## src/rtl/dist_ram_fifo_ctrl_pkg.sv

```systemverilog
// rtl/dist_ram_fifo_ctrl_pkg.sv - shared sizing for the distributed-RAM FIFO controller
package dist_ram_fifo_ctrl_pkg;

    localparam int AW_DEFAULT = 5;

    typedef logic [AW_DEFAULT-1:0] ptr_t;

    function automatic int fifo_depth(input int aw);
        return 1 << aw;
    endfunction

endpackage

```

## src/rtl/dist_ram_fifo_ctrl.sv

```systemverilog
// rtl/dist_ram_fifo_ctrl.sv - FWFT pointer/flag controller driving a bank of 32x1 dual-port RAMs
module dist_ram_fifo_ctrl
    import dist_ram_fifo_ctrl_pkg::*;
#(
    parameter int WIDTH = 8,
    parameter int AW    = AW_DEFAULT
) (
    input  logic             clk,
    input  logic             resetb,
    input  logic [WIDTH-1:0] in_data,
    input  logic             in_valid,
    output logic             in_ready,
    output logic [WIDTH-1:0] out_data,
    output logic             out_valid,
    input  logic             out_ready,
    output logic [AW-1:0]    ram_a,
    output logic             ram_we,
    output logic [WIDTH-1:0] ram_d,
    output logic [AW-1:0]    ram_dpra,
    input  logic [WIDTH-1:0] ram_dpo,
    output logic [AW:0]      level
);

    localparam int          DEPTH   = fifo_depth(AW);
    localparam logic [AW:0] DEPTH_C = (AW+1)'(DEPTH);

    logic [AW-1:0]    wptr_q, wptr_d;
    logic [AW-1:0]    rptr_q, rptr_d;
    logic [AW:0]      ram_cnt_q, ram_cnt_d;
    logic             out_valid_q, out_valid_d;
    logic [WIDTH-1:0] out_data_q, out_data_d;
    logic             wr, ld;

    always_comb begin
        wptr_d      = wptr_q;
        rptr_d      = rptr_q;
        ram_cnt_d   = ram_cnt_q;
        out_valid_d = out_valid_q;
        out_data_d  = out_data_q;

        // Full blocks writes even when a load frees a slot this cycle, so the
        // write address can never equal the read address being loaded.
        in_ready = resetb && (ram_cnt_q != DEPTH_C);
        wr       = in_valid && in_ready;
        ld       = (ram_cnt_q != '0) && (!out_valid_q || out_ready);

        if (wr) begin
            wptr_d = wptr_q + 1'b1;
        end

        if (ld) begin
            out_data_d  = ram_dpo;
            out_valid_d = 1'b1;
            rptr_d      = rptr_q + 1'b1;
        end else if (out_valid_q && out_ready) begin
            out_valid_d = 1'b0;
        end

        case ({wr, ld})
            2'b10:   ram_cnt_d = ram_cnt_q + 1'b1;
            2'b01:   ram_cnt_d = ram_cnt_q - 1'b1;
            default: ram_cnt_d = ram_cnt_q;
        endcase
    end

    always_ff @(posedge clk or negedge resetb) begin
        if (!resetb) begin
            wptr_q      <= '0;
            rptr_q      <= '0;
            ram_cnt_q   <= '0;
            out_valid_q <= 1'b0;
            out_data_q  <= '0;
        end else begin
            wptr_q      <= wptr_d;
            rptr_q      <= rptr_d;
            ram_cnt_q   <= ram_cnt_d;
            out_valid_q <= out_valid_d;
            out_data_q  <= out_data_d;
        end
    end

    assign ram_we    = wr;
    assign ram_d     = in_data;
    assign ram_a     = wptr_q;
    assign ram_dpra  = rptr_q;
    assign out_data  = out_data_q;
    assign out_valid = out_valid_q;
    assign level     = ram_cnt_q + {{AW{1'b0}}, out_valid_q};

endmodule
```

## config.mk

```make
export PLATFORM = sky130hd
export DESIGN_NAME = dist_ram_fifo_ctrl
export DESIGN_NICKNAME = d
export VERILOG_FILES = /design/src/rtl/dist_ram_fifo_ctrl_pkg.sv /design/src/rtl/dist_ram_fifo_ctrl.sv
export SDC_FILE = /design/constraint.sdc
export NUM_CORES = 1
export LEC_CHECK = 0
export ABC_CLOCK_PERIOD_IN_PS = 2900
export BUFFER_PORTS_ARGS = -buffer_cell sky130_fd_sc_hd__buf_2
export CORE_ASPECT_RATIO = 1.4
export CORE_MARGIN = 5
export CORE_UTILIZATION = 43
export CTS_CLUSTER_DIAMETER = 60
export DETAILED_ROUTE_END_ITERATION = 10
export PLACE_DENSITY = 0.75
export SYNTH_ARGS = -nofsm -noshare
export SYNTH_HDL_FRONTEND = slang
export SYNTH_SLANG_ARGS = --single-unit
```

## constraint.sdc

```tcl
create_clock -name clk -period 2.9 [get_ports clk]
set_input_delay 0.145 -clock clk [delete_from_list [all_inputs] [get_ports clk]]
set_output_delay 0.145 -clock clk [all_outputs]
set_load 0.005 [all_outputs]
```

== After elaboration in Yosys (flattened, before gate mapping) ==
Cells that the tools add are included.

* $add $sub $neg: 5
* Multipliers: 0
* Div/mod/pow operators: 0
* Order comparisons: 0
* Eq/ne operators: 3
* Shifts and indexed selects: 0
* Muxes and demuxes: 3
* Bitwise logic cells: 0
* Reductions and logical operators: 9

{| class="wikitable"
|+ Operators by type and width
! operator !! count
|-
| one-hot mux 6 bit (2 select lines) || 1
|-
| adder 5 x 1 -> 5 bit, second input constant || 2
|-
| adder 6 x 1 -> 6 bit || 1
|-
| adder 6 x 1 -> 6 bit, second input constant || 1
|-
| != test 6 bit, second input constant || 1
|-
| nonzero test 6 bit || 1
|-
| subtractor 6 x 1 -> 6 bit, second input constant || 1
|-
| logical AND 1 bit || 4
|-
| nonzero test 2 bit || 2
|-
| == test 2 x 1 -> 1 bit, second input constant || 1
|-
| == test 2 bit, second input constant || 1
|-
| two-way mux 1 bit || 2
|-
| logical NOT 1 bit || 1
|-
| logical OR 1 bit || 1
|}

* Register bits: 25
* Latch bits: 0
* Memory bits (writable): 0
* ROM bits: 0
* Bits of input ports: 20
* Memories kept: 0

== Logic depth before layout (Yosys ltp) ==
* Depth in word-level cells: 5
* Gate-level depth with buffers: 11
* Mapped depth without buffers: 9

== Least setup slack after synthesis ==
OpenSTA, ideal clock, no wires.

* Path type: flip-flop to flip-flop
* Start point: reg ram_cnt_q[3]
* End point: reg ram_cnt_q[5]
* Arrival time: 2.941 ns
* Required time: 2.775 ns
* Setup slack: -0.167 ns
* Cell stages (with the launch flop): 10
* Path buffers: 1
* Clock period less this slack: 3.067 ns
* Cell sequence: dfrtp_1 > or4_4 > o31a_4 > buf_6 > ha_1 > ha_1 > o211ai_1 > nor2_1 > mux2_2 > a2111oi_0

{| class="wikitable"
|+ RTL lines
! element !! line !! text
|-
| from (decl) || dist_ram_fifo_ctrl.sv:29 || <nowiki>logic [AW:0] ram_cnt_q, ram_cnt_d;</nowiki>
|-
| from (signal assigned) || dist_ram_fifo_ctrl.sv:76 || <nowiki>ram_cnt_q <= ram_cnt_d;</nowiki>
|-
| nonzero test 6 bit (*) || dist_ram_fifo_ctrl.sv:45 || <nowiki>ld = (ram_cnt_q != '0) && (!out_valid_q || out_ready);</nowiki>
|-
| logical AND 1 bit (*) || dist_ram_fifo_ctrl.sv:45 ||
|-
| via ld || dist_ram_fifo_ctrl.sv:32 || <nowiki>logic wr, ld;</nowiki>
|-
| == test 2 x 1 -> 1 bit or == test 2 bit (tied branches) || dist_ram_fifo_ctrl.sv:59 || <nowiki>case ({wr, ld})</nowiki>
|-
| one-hot mux 6 bit (2 select lines) or nonzero test 2 bit (tied branches) || n/a ||
|}

The timed path passes the listed nets; every way through them passes the cells marked *.
A chain may end at the register's enable or synchronous reset.

== Final worst setup path ==
* Start point: reg ram_cnt_q[0]
* End point: reg ram_cnt_q[5]

* Word-level cells in the longest chain between the ends: 5

{| class="wikitable"
|+ RTL lines
! element
|-
| branches (longest 5 deep; another with subtractor 6 x 1 -> 6 bit)
|}

Several ways; the timed one is not identified.

==> impl_metrics.ini <==
[cts]
clockBufferDepth = 2
htree_num_levels = 1
clk_latency_ns = 0.26
root_buffer = clkbuf_8
numCtsBuffers = 3
cts_sinks = 25
cts_tree = done
clkTransAtPathRegs_ns = 0.08

[yosys]
synth_seq_cells = 25
avgSynthCellArea_um2 = 12.1
synth_top_family_by_area = multiplexers
synth_fp_nets = 145
synth-seq-area-share_pct = 44.8
synth_mux_area_share_pct = 11.3
postSynthCellCount = 115
synthAdderAreaFrac_pct = 9.51
synth-simple-area-share_pct = 9.42
synthesis.area_um2 = 1400
synth_cell_types = 34
synth_xor_area_share_pct = 10.0
yosys_warnings = 0
synth_compound_area_share_pct = 8.34

[global_route]
grt_pass1_wl_mm = 4.66
grt_max_degree = 27
grt_usage_pct = 13.4
grt_pass1_vias = 1028
grt.overflow.total = 0
antenna_found_initial = 0

[hold_path]
worst_hold_path.num_cells = 2
hold_path_startpoint = ram_dpo[1]
hold_path.class = input port to flop
whs_endpoint = out_data[1]$_DFFE_PN0P_

[floorplan]
die_y_um = 77.4
die_area_um2 = 4500
io_pins = 55
rows = 24
core_um2 = 3120
die_w_um = 58.1
floorplan.initialDensity_pct = 44.7

[critical_path]
critPathKind = flop to flop
r2r_start = ram_cnt_q[0]$_DFFE_PN0P_
rrSetupSlack_ns = 0.12
cp-end-kind = flop
arrival_ns = 2.94
reg2regPathDepth = 8
crit_fanout = 6
r2r-end = ram_cnt_q[5]$_DFFE_PN0P_
startpoint_type = flop
worstPathRequired_ns = 3.06

[routing]
first_pass_iters = 4
via_per_inst = 5.17
drc_errors = 0
avgRoutedWirePerCell_um = 14.9
vias = 993
final_antenna_net_count = 0
drt-initial-drc-count = 24
wl_mm = 2.86

[final_layout]
final_common_cell = buf_2
area_delta_synth_final_pct = 26.4
num-fill-cells = 276
multiInputGateArea_um2 = 774
nNetsFinal = 184
drive_gt1_share_pct = 49.0
final_cell_mix = 38 x buf_2, 23 x dfrtp_1, 10 x xnor2_1
post-route-util_pct = 56.5
final-seq-area_um2 = 628
antenna_cells = 0

[placement]
place.gp.congestion = 0.820
hpwl_mm = 2.28
port-buffer-count = 38
post-place-ws_ns = 0.128

[status]
outcome = finished, final reports clean

[timing]
skew_ns = 0.000892
setup_viol = 0
holdWs_ns = 0.109
max_slew_margin_pct = 78.7
clock.fmax_mhz = 360
hold_viol = 0
rsz0062_at_grt = false
drv_slew = 0
setup_ws_ns = 0.119
fin_crit_sh_pct = 95.9
tns_ns = 0
period_needed_ns = 2.78
tightest_slew_ns = 0.316

[pwr]
vdd_drop_max_mv = 0.560
power_density_nw_per_um2 = 1040
power_mw = 1.83
power.leakage_nw = 0.821

[flow_run]
max_cap_viol_count = 0
state kept, by name, indices dropped and copies added (netlist names):
name / flops
out_data: 8
ram_cnt_q: 6
ram_a: 5
ram_dpra: 5
out_valid: 1
layout make-up:
class                   instances  share of cell area (%)
flip-flops and latches         25                    35.6
multi-input cells              76                    43.9
clock inverters                 1                   0.284
clock buffers                   3                    2.34
well taps                      39                    2.77
inverters                       2                   0.426
repair buffers                 46                    14.6
report_power, final:
group	leakage, nW	internal, mW	total [mW]	switching (mW)
registers	0.291	0.495	0.643	0.148
logic	0.504	0.549	0.993	0.443
clock network	0.0255	0.0959	0.197	0.101
total	0.821	1.14	1.83	0.692
repair_timing:
action / in CTS / in global routing
resized for setup: 0 / 2
endpoints found under the setup margin: 0 / 1
hold buffers: 1 / 0
setup buffers: 0 / 1
hold endpoints to repair: 25 / 0
cells by family (layout without fill, tap and decap cells):
logic type               Yosys count  after routing
buffers and inverters             14             52
adder cells (fa/ha/maj)           10             10
flip-flops                        25             25
XOR/XNOR                          16             16
AO/OA/AOI/OAI                     16             16
AND/OR/NAND/NOR                   22             22
multiplexers                      12             12
metal layers:
metal  GRT usage, %  part of all wire, %  up-vias
met5              0                    0        -
met4           7.66                  3.3        0
met3           3.82                  7.2        8
met2           22.2                   50       40
met1           15.2                   40      471
li1               -                    -      474
stage by stage:
stage	cell area, um2	cells
floorplan	1500	115
global placement	1690	186
detailed placement	1690	186
CTS	1750	191
global route	1760	192
finish	1760	192
how the worst max path moves through the flow:
stage	start	end	depth (start not counted)
after global placement	ram_cnt_q[0]$_DFFE_PN0P_	ram_cnt_q[5]$_DFFE_PN0P_	8
after detailed placement	ram_cnt_q[0]$_DFFE_PN0P_	ram_cnt_q[4]$_DFFE_PN0P_	8
final	ram_cnt_q[0]$_DFFE_PN0P_	ram_cnt_q[5]$_DFFE_PN0P_	8
after CTS	ram_cnt_q[0]$_DFFE_PN0P_	ram_cnt_q[5]$_DFFE_PN0P_	9
after floorplan	ram_cnt_q[0]$_DFFE_PN0P_	ram_cnt_q[5]$_DFFE_PN0P_	9
after global routing	ram_cnt_q[0]$_DFFE_PN0P_	ram_cnt_q[5]$_DFFE_PN0P_	8
cell usage after synthesis (all sizes together):
cell type,count,area (um2)
dfrtp,25,626
mux2,12,158
buf,10,76.3
xnor2,10,87.6
ha,9,113
xor2,6,52.6
nand2,5,18.8
nand4,4,25.0
o21ai,4,20.0
a21oi,3,15.0
a21o,2,15.0
clkbuf,2,7.51
inv,2,7.51
nand3,2,10.0
nor2b,2,12.5
nor3b,2,15.0
a2111oi,1,8.76
a211oi,1,7.51
and3,1,6.26
fa,1,20.0
nand2b,1,6.26
nand3b,1,7.51
nand4b,1,8.76
nor2,1,3.75
o211ai,1,7.51
o21a,1,7.51
o21bai,1,7.51
o311a,1,10.0
o31a,1,17.5
or2,1,6.26
or4,1,11.3
critical path, cell delays in order, from the launching register on:
cell and delay (ns):
dfrtp_2 0.41, or4_4 0.54, o31a_4 0.36, ha_4 0.21, ha_4 0.30, o211ai_1 0.10, nor2_2 0.23, mux2_4 0.34
a2111oi_4 0.18
Power figures use the tool's default switching activity.
